`src/rtl/tick_sequencer.sv`:
```
// -----------------------------------------------------------------------------
// tick_sequencer
//
// Generates a one-cycle clock-enable pulse ("tick") for a slow processor.
// In RUN a divide counter produces one tick every P+1 clocks. In HALT a
// synchronized push-button produces single ticks through a one-cycle STEP
// state. The period register can only be rewritten while halted.
//
// Parameters
//   N          width of the period register and divide counter
//   DEF_PERIOD period register value after reset
//
// Ports
//   clock       system clock, rising-edge active
//   reset       asynchronous, active-high reset
//   run_sw      level: 1 = free-running ticks, 0 = halt
//   step_btn    asynchronous push-button; each rising edge requests one tick
//   halt_req    level from the processor: 1 forces halt
//   cfg_valid   period-write request
//   cfg_period  new period value
//   cfg_ready   high while halted; a write is accepted when cfg_valid is high too
//   tick        registered one-cycle clock-enable pulse
//   tick_count  number of ticks issued, modulo 2^16
//   state       HALT=00, RUN=01, STEP=10
// -----------------------------------------------------------------------------
module tick_sequencer #(
    parameter int unsigned N          = 17,
    parameter int unsigned DEF_PERIOD = 99999
) (
    input  logic         clock,
    input  logic         reset,
    input  logic         run_sw,
    input  logic         step_btn,
    input  logic         halt_req,
    input  logic         cfg_valid,
    input  logic [N-1:0] cfg_period,
    output logic         cfg_ready,
    output logic         tick,
    output logic [15:0]  tick_count,
    output logic [1:0]   state
);

    typedef enum logic [1:0] {
        ST_HALT = 2'b00,
        ST_RUN  = 2'b01,
        ST_STEP = 2'b10,
        ST_BAD  = 2'b11
    } state_e;

    localparam logic [N-1:0] PERIOD_RST = N'(DEF_PERIOD);

    state_e        state_q,      state_d;
    logic [N-1:0]  cnt_q,        cnt_d;
    logic [N-1:0]  period_q,     period_d;
    logic          tick_q,       tick_d;
    logic [15:0]   tick_count_q, tick_count_d;

    // Button synchronizer (two flops) plus the previous synchronized value
    // used by the rising-edge detector.
    logic          sync1_q, sync2_q, edge_q;
    logic          step_evt;

    assign step_evt = sync2_q & ~edge_q;

    // Next-state logic for the sequencer.
    always_comb begin
        // NOTE: every variable gets a default before the case so that no path
        // leaves it unassigned, which would otherwise infer a latch.
        state_d      = state_q;
        cnt_d        = cnt_q;
        period_d     = period_q;
        tick_d       = 1'b0;

        unique case (state_q)
            ST_HALT: begin
                if (cfg_valid) begin
                    period_d = cfg_period;
                end
                // RUN wins over a simultaneous step request.
                if (run_sw && !halt_req) begin
                    state_d = ST_RUN;
                    cnt_d   = '0;
                end else if (step_evt && !run_sw && !halt_req) begin
                    state_d = ST_STEP;
                end
            end

            ST_RUN: begin
                // The tick for the final RUN cycle is registered even when
                // this same edge leaves RUN.
                tick_d = (cnt_q == period_q);
                if (!run_sw || halt_req) begin
                    state_d = ST_HALT;
                    cnt_d   = '0;
                end else if (cnt_q == period_q) begin
                    cnt_d = '0;
                end else begin
                    cnt_d = cnt_q + N'(1);
                end
            end

            ST_STEP: begin
                tick_d  = 1'b1;
                state_d = ST_HALT;
            end

            default: begin
                // Unreachable encoding: recover to HALT.
                state_d = ST_HALT;
                cnt_d   = '0;
            end
        endcase

        // The counter advances on the same edge that registers the tick, so
        // both outputs change together.
        tick_count_d = tick_d ? (tick_count_q + 16'd1) : tick_count_q;
    end

    always_ff @(posedge clock or posedge reset) begin
        if (reset) begin
            state_q      <= ST_HALT;
            cnt_q        <= '0;
            period_q     <= PERIOD_RST;
            tick_q       <= 1'b0;
            tick_count_q <= '0;
            sync1_q      <= 1'b0;
            sync2_q      <= 1'b0;
            edge_q       <= 1'b0;
        end else begin
            // NOTE: non-blocking assignments so every flop samples the values
            // from before this edge, independent of statement order.
            state_q      <= state_d;
            cnt_q        <= cnt_d;
            period_q     <= period_d;
            tick_q       <= tick_d;
            tick_count_q <= tick_count_d;
            sync1_q      <= step_btn;
            sync2_q      <= sync1_q;
            edge_q       <= sync2_q;
        end
    end

    assign cfg_ready  = (state_q == ST_HALT);
    assign tick       = tick_q;
    assign tick_count = tick_count_q;
    assign state      = state_q;

endmodule

```
`config.mk`:
```
export PLATFORM = sky130hd
export DESIGN_NAME = tick_sequencer
export DESIGN_NICKNAME = d
export VERILOG_FILES = /design/src/rtl/tick_sequencer.sv
export SDC_FILE = /design/constraint.sdc
export NUM_CORES = 1
export LEC_CHECK = 0
export CAP_MARGIN = 20
export CORE_MARGIN = 2
export CORE_UTILIZATION = 48
export DETAILED_ROUTE_END_ITERATION = 10
export GPL_ROUTABILITY_DRIVEN = 1
export PLACE_DENSITY = 0.75
export SLEW_MARGIN = 20
export SYNTH_ARGS = -nofsm -noshare
export SYNTH_HDL_FRONTEND = slang
export SYNTH_SLANG_ARGS = --single-unit
```
`constraint.sdc`:
```
create_clock -name clock -period 1.63 [get_ports clock]
set_input_delay 0.2445 -clock clock [delete_from_list [all_inputs] [get_ports clock]]
set_output_delay 0.2445 -clock clock [all_outputs]
set_load 0.03 [all_outputs]
```
==> reports/summary.txt <==
Outcome -> finished, violations left
Failing checks -> setup timing
Die Area -> 0.00628 mm²
CTS H-tree depth -> 2
Max cap viols -> 0
# hold bufs at CTS -> 0
Final nets -> 362
Dpl cell area -> 0.00365 mm²
CP arrival -> 2.15 ns
Number of distinct library cells after synthesis -> 40
Tcrit/Tclk final -> 119%
Period minus WS final -> 1.95 ns
Final Skew -> 0.0123 ns
Sink Count -> 56
Most area-hungry cell type in the Yosys netlist -> dfrtp_1
RePlAce Congestion -> 0.817
Yosys reg bits -> 56
Fin worst setup slack -> -0.317 ns
DR iter-0 viols -> 79
Total track usage -> 20.8%
Clock transition at the registers of the reported paths -> 0.10 ns
Drt via density -> 5.19
Pin count of the biggest net entering global routing -> 28
Final HPWL DP -> 4.22 mm
Synth Area in Adders -> 2.30%
Compound-cell area share of the yosys netlist -> 3.87%
Share of cells above drive strength 1 -> 45.1%
Cell Pwr Density -> 1140 mW/mm²
Peak VDD IR -> 0.607 mV
Mapped Nets -> 263
CP Class -> reg2reg
Largest family of logic cells by synthesized area -> simple AND/OR/NAND/NOR gates
Synth top area cells -> dfrtp_1 42%, dfstp_2 9.7%, xnor2_1 8.7%
Worst-margin pin slew -> 0.383 ns
Max Slew Vio Count -> 0
PortBufs -> 42
Sw power -> 1510 µW
Internal power -> 3100 µW
I/O pins -> 43
Residual DRC -> 0
Yosys top cell area share -> 42.4%
Combinational fraction of design power -> 37.5%
Sequential power share -> 42.9%
Cells after Synth -> 235
Finish-stage setup viols -> 34
Antenna cell count -> 0
Hold/Removal Path Class -> in2async
Fin area -> 0.00405 mm²
CTS Buffer Depth -> 2
Cell area after synthesis -> 0.00272 mm²
Yosys warning count -> 0
Register area share after synthesis -> 52.0%
Simple-gate share of the synthesized area -> 17.5%
Routed length per instance -> 16.1 µm
Later-pin clock latency in the skew report -> 0.31 ns
Worst setup SP type -> flop
Die span in x -> 79.2 µm
CP required -> 1.83 ns
Fin cells -> 407
Sw frac -> 32.7%
Clock power frac -> 19.7%
Fillcell total -> 377
Gr ovfl total -> 0
Initial Util -> 49.6%
Core area -> 0.00547 mm²
FMAX -> 0.514 GHz
WHS -> 0.224 ns
Initial antenna violation count -> 0
Relative slew slack -> 74.4%
Setup crit end kind -> flop
Syn avg cell area -> 11.6 µm²
P&R area growth vs syn -> 49.1%
Placed cells -> 391
CTS Buf Count -> 5
Vias -> 2111
Finished Core Util -> 74.0%
Xor and xnor area share after synthesis -> 14.8%
First-pass GRT wire length -> 10.1 mm
Commonest non-fill, non-tap cell in the layout -> buf_4
TritonCTS clock tree -> built
Vias in the first global route -> 2149
Routed Antenna Nets -> 0
Die Y -> 79.2 µm
Crit-path max FO -> 6
Total chip power -> 4610 µW
Commonest non-fill, non-tap cells in the layout -> 43 x buf_4, 40 x dfrtp_1, 23 x xnor2_1, 23 x clkdlybuf4s50_1, 18 x dlygate4sd2_1
Routed Wire Length -> 6.53 mm
Hold Violations, Final -> 0
Detailed Routing Iterations Pass 1 -> 4
Root buffer selected by CTS -> clkbuf_8
Mux cell area share after synthesis -> 7.05%
Unrepaired setup endpoints after global routing -> true
Static Leak -> 0.00178 µW
Rows -> 27
-- state kept, by name, summed over array words and instances (netlist names) --
| name | count |
|---|---|
| tick_count | 16 |
| period_q | 17 |
| sync1_q | 1 |
| state | 2 |
| sync2_q | 1 |
| edge_q | 1 |
| cnt_q | 17 |
| tick | 1 |
-- worst max-delay path, stage by stage, from the launching register on --
cell and delay, ns:
dfstp_2 0.55, xnor2_1 0.11, nand3_1 0.13, nor4_4 0.31, a41oi_2 0.21, buf_6 0.19
inv_6 0.06, nand4_1 0.11, xnor2_1 0.16
-- power by group through the flow --
stage	registers, µW	clock network, µW	logic, µW
6_report	1980	907	1730
5_1_grt	2010	964	1850
4_1_cts	1970	916	1570
3_5_place_dp	1970	0	1460
3_3_place_gp	1960	0	1410
2_1_floorplan	2020	0	865
-- cell usage after synthesis --
library cell and count:
dfrtp_1 46, xnor2_1 27, nor2_1 24, xor2_1 19, nand2_1 18, mux2_2 17, nand3_1 11, nand4_1 11
dfstp_2 10, inv_1 9, ha_1 5, nor3_2 5, and3_1 3, clkbuf_1 3, nor3_1 2, a2111oi_4 1
a21o_1 1, a21oi_1 1, a22o_1 1, a32o_1 1, a41oi_2 1, and2_1 1, and4_1 1, and4_2 1
buf_2 1, buf_6 1, clkbuf_2 1, nand2_2 1, nand2b_4 1, nand3_2 1, nand3b_1 1, nor3_4 1
nor3b_1 1, nor4_1 1, nor4_2 1, nor4b_1 1, o21a_1 1, o21ai_0 1, o311ai_0 1, o32ai_1 1
-- final timing paths --
| path | to | start | slack, ns | cells after the start |
|---|---|---|---|---|
| worst min-delay path | tick_count[11] | reset | 0.22 | 2 |
| worst max register to register | tick_count[9] | period_q[9] | -0.32 | 8 |
| max in group asynchronous | period_q[2] | reset | 0.86 | 3 |
| worst max-delay path | tick_count[9] | period_q[9] | -0.32 | 8 |
| worst min register to register | sync2_q | sync1_q | 0.36 | 0 |
| min in group clock | sync2_q | sync1_q | 0.36 | 0 |
-- cell type report --
cell class                 instances  area, µm²  share of cell area (%)
clock buffer                       6       72.6                    1.79
clock inverter                     2       35.0                   0.865
inverter                           9       38.8                   0.958
multi-input combinational        164       1490                    36.8
sequential                        56       1420                    35.1
tap                               72       90.1                    2.22
timing repair buffer              98        902                    22.3
-- stage by stage --
step	TNS, ns	setup slack [ns]
2_1_floorplan	-2.42	-0.185
3_3_place_gp	-5.93	-0.307
3_5_place_dp	-7.45	-0.388
4_1_cts	-6.16	-0.292
5_1_grt	-11.02	-0.448
6_report	-7.19	-0.317
-- cell families (layout without fill, tap and decap cells) --
kind of cell,count (synthesis),after routing
and+or+nand+nor,86,86
adders and majority gates,5,5
DFF,56,56
buffers and inverters,15,115
xor gates and xnor gates,46,46
AOI/OAI and AO/OA,10,10
muxes,17,17
-- layer usage --
metal	vias to the layer above	share of wire [%]	wire length, µm	global-route usage [%]
met2	40	52	3380	35.6
met4	0	1.5	99	6.72
met1	1070	43	2800	26.8
li1	993	-	-	-
met5	-	0	0	0
met3	8	3.9	257	3.86
-- repair_timing --
| action | CTS | global route |
|---|---|---|
| setup endpoints to repair | 51 | 42 |
| cloned | 2 | 1 |
| gates resized for setup | 49 | 23 |
| pin swaps | 19 | 12 |
| buffers inserted | 3 | 3 |
(Power assumes the default switching activity.)
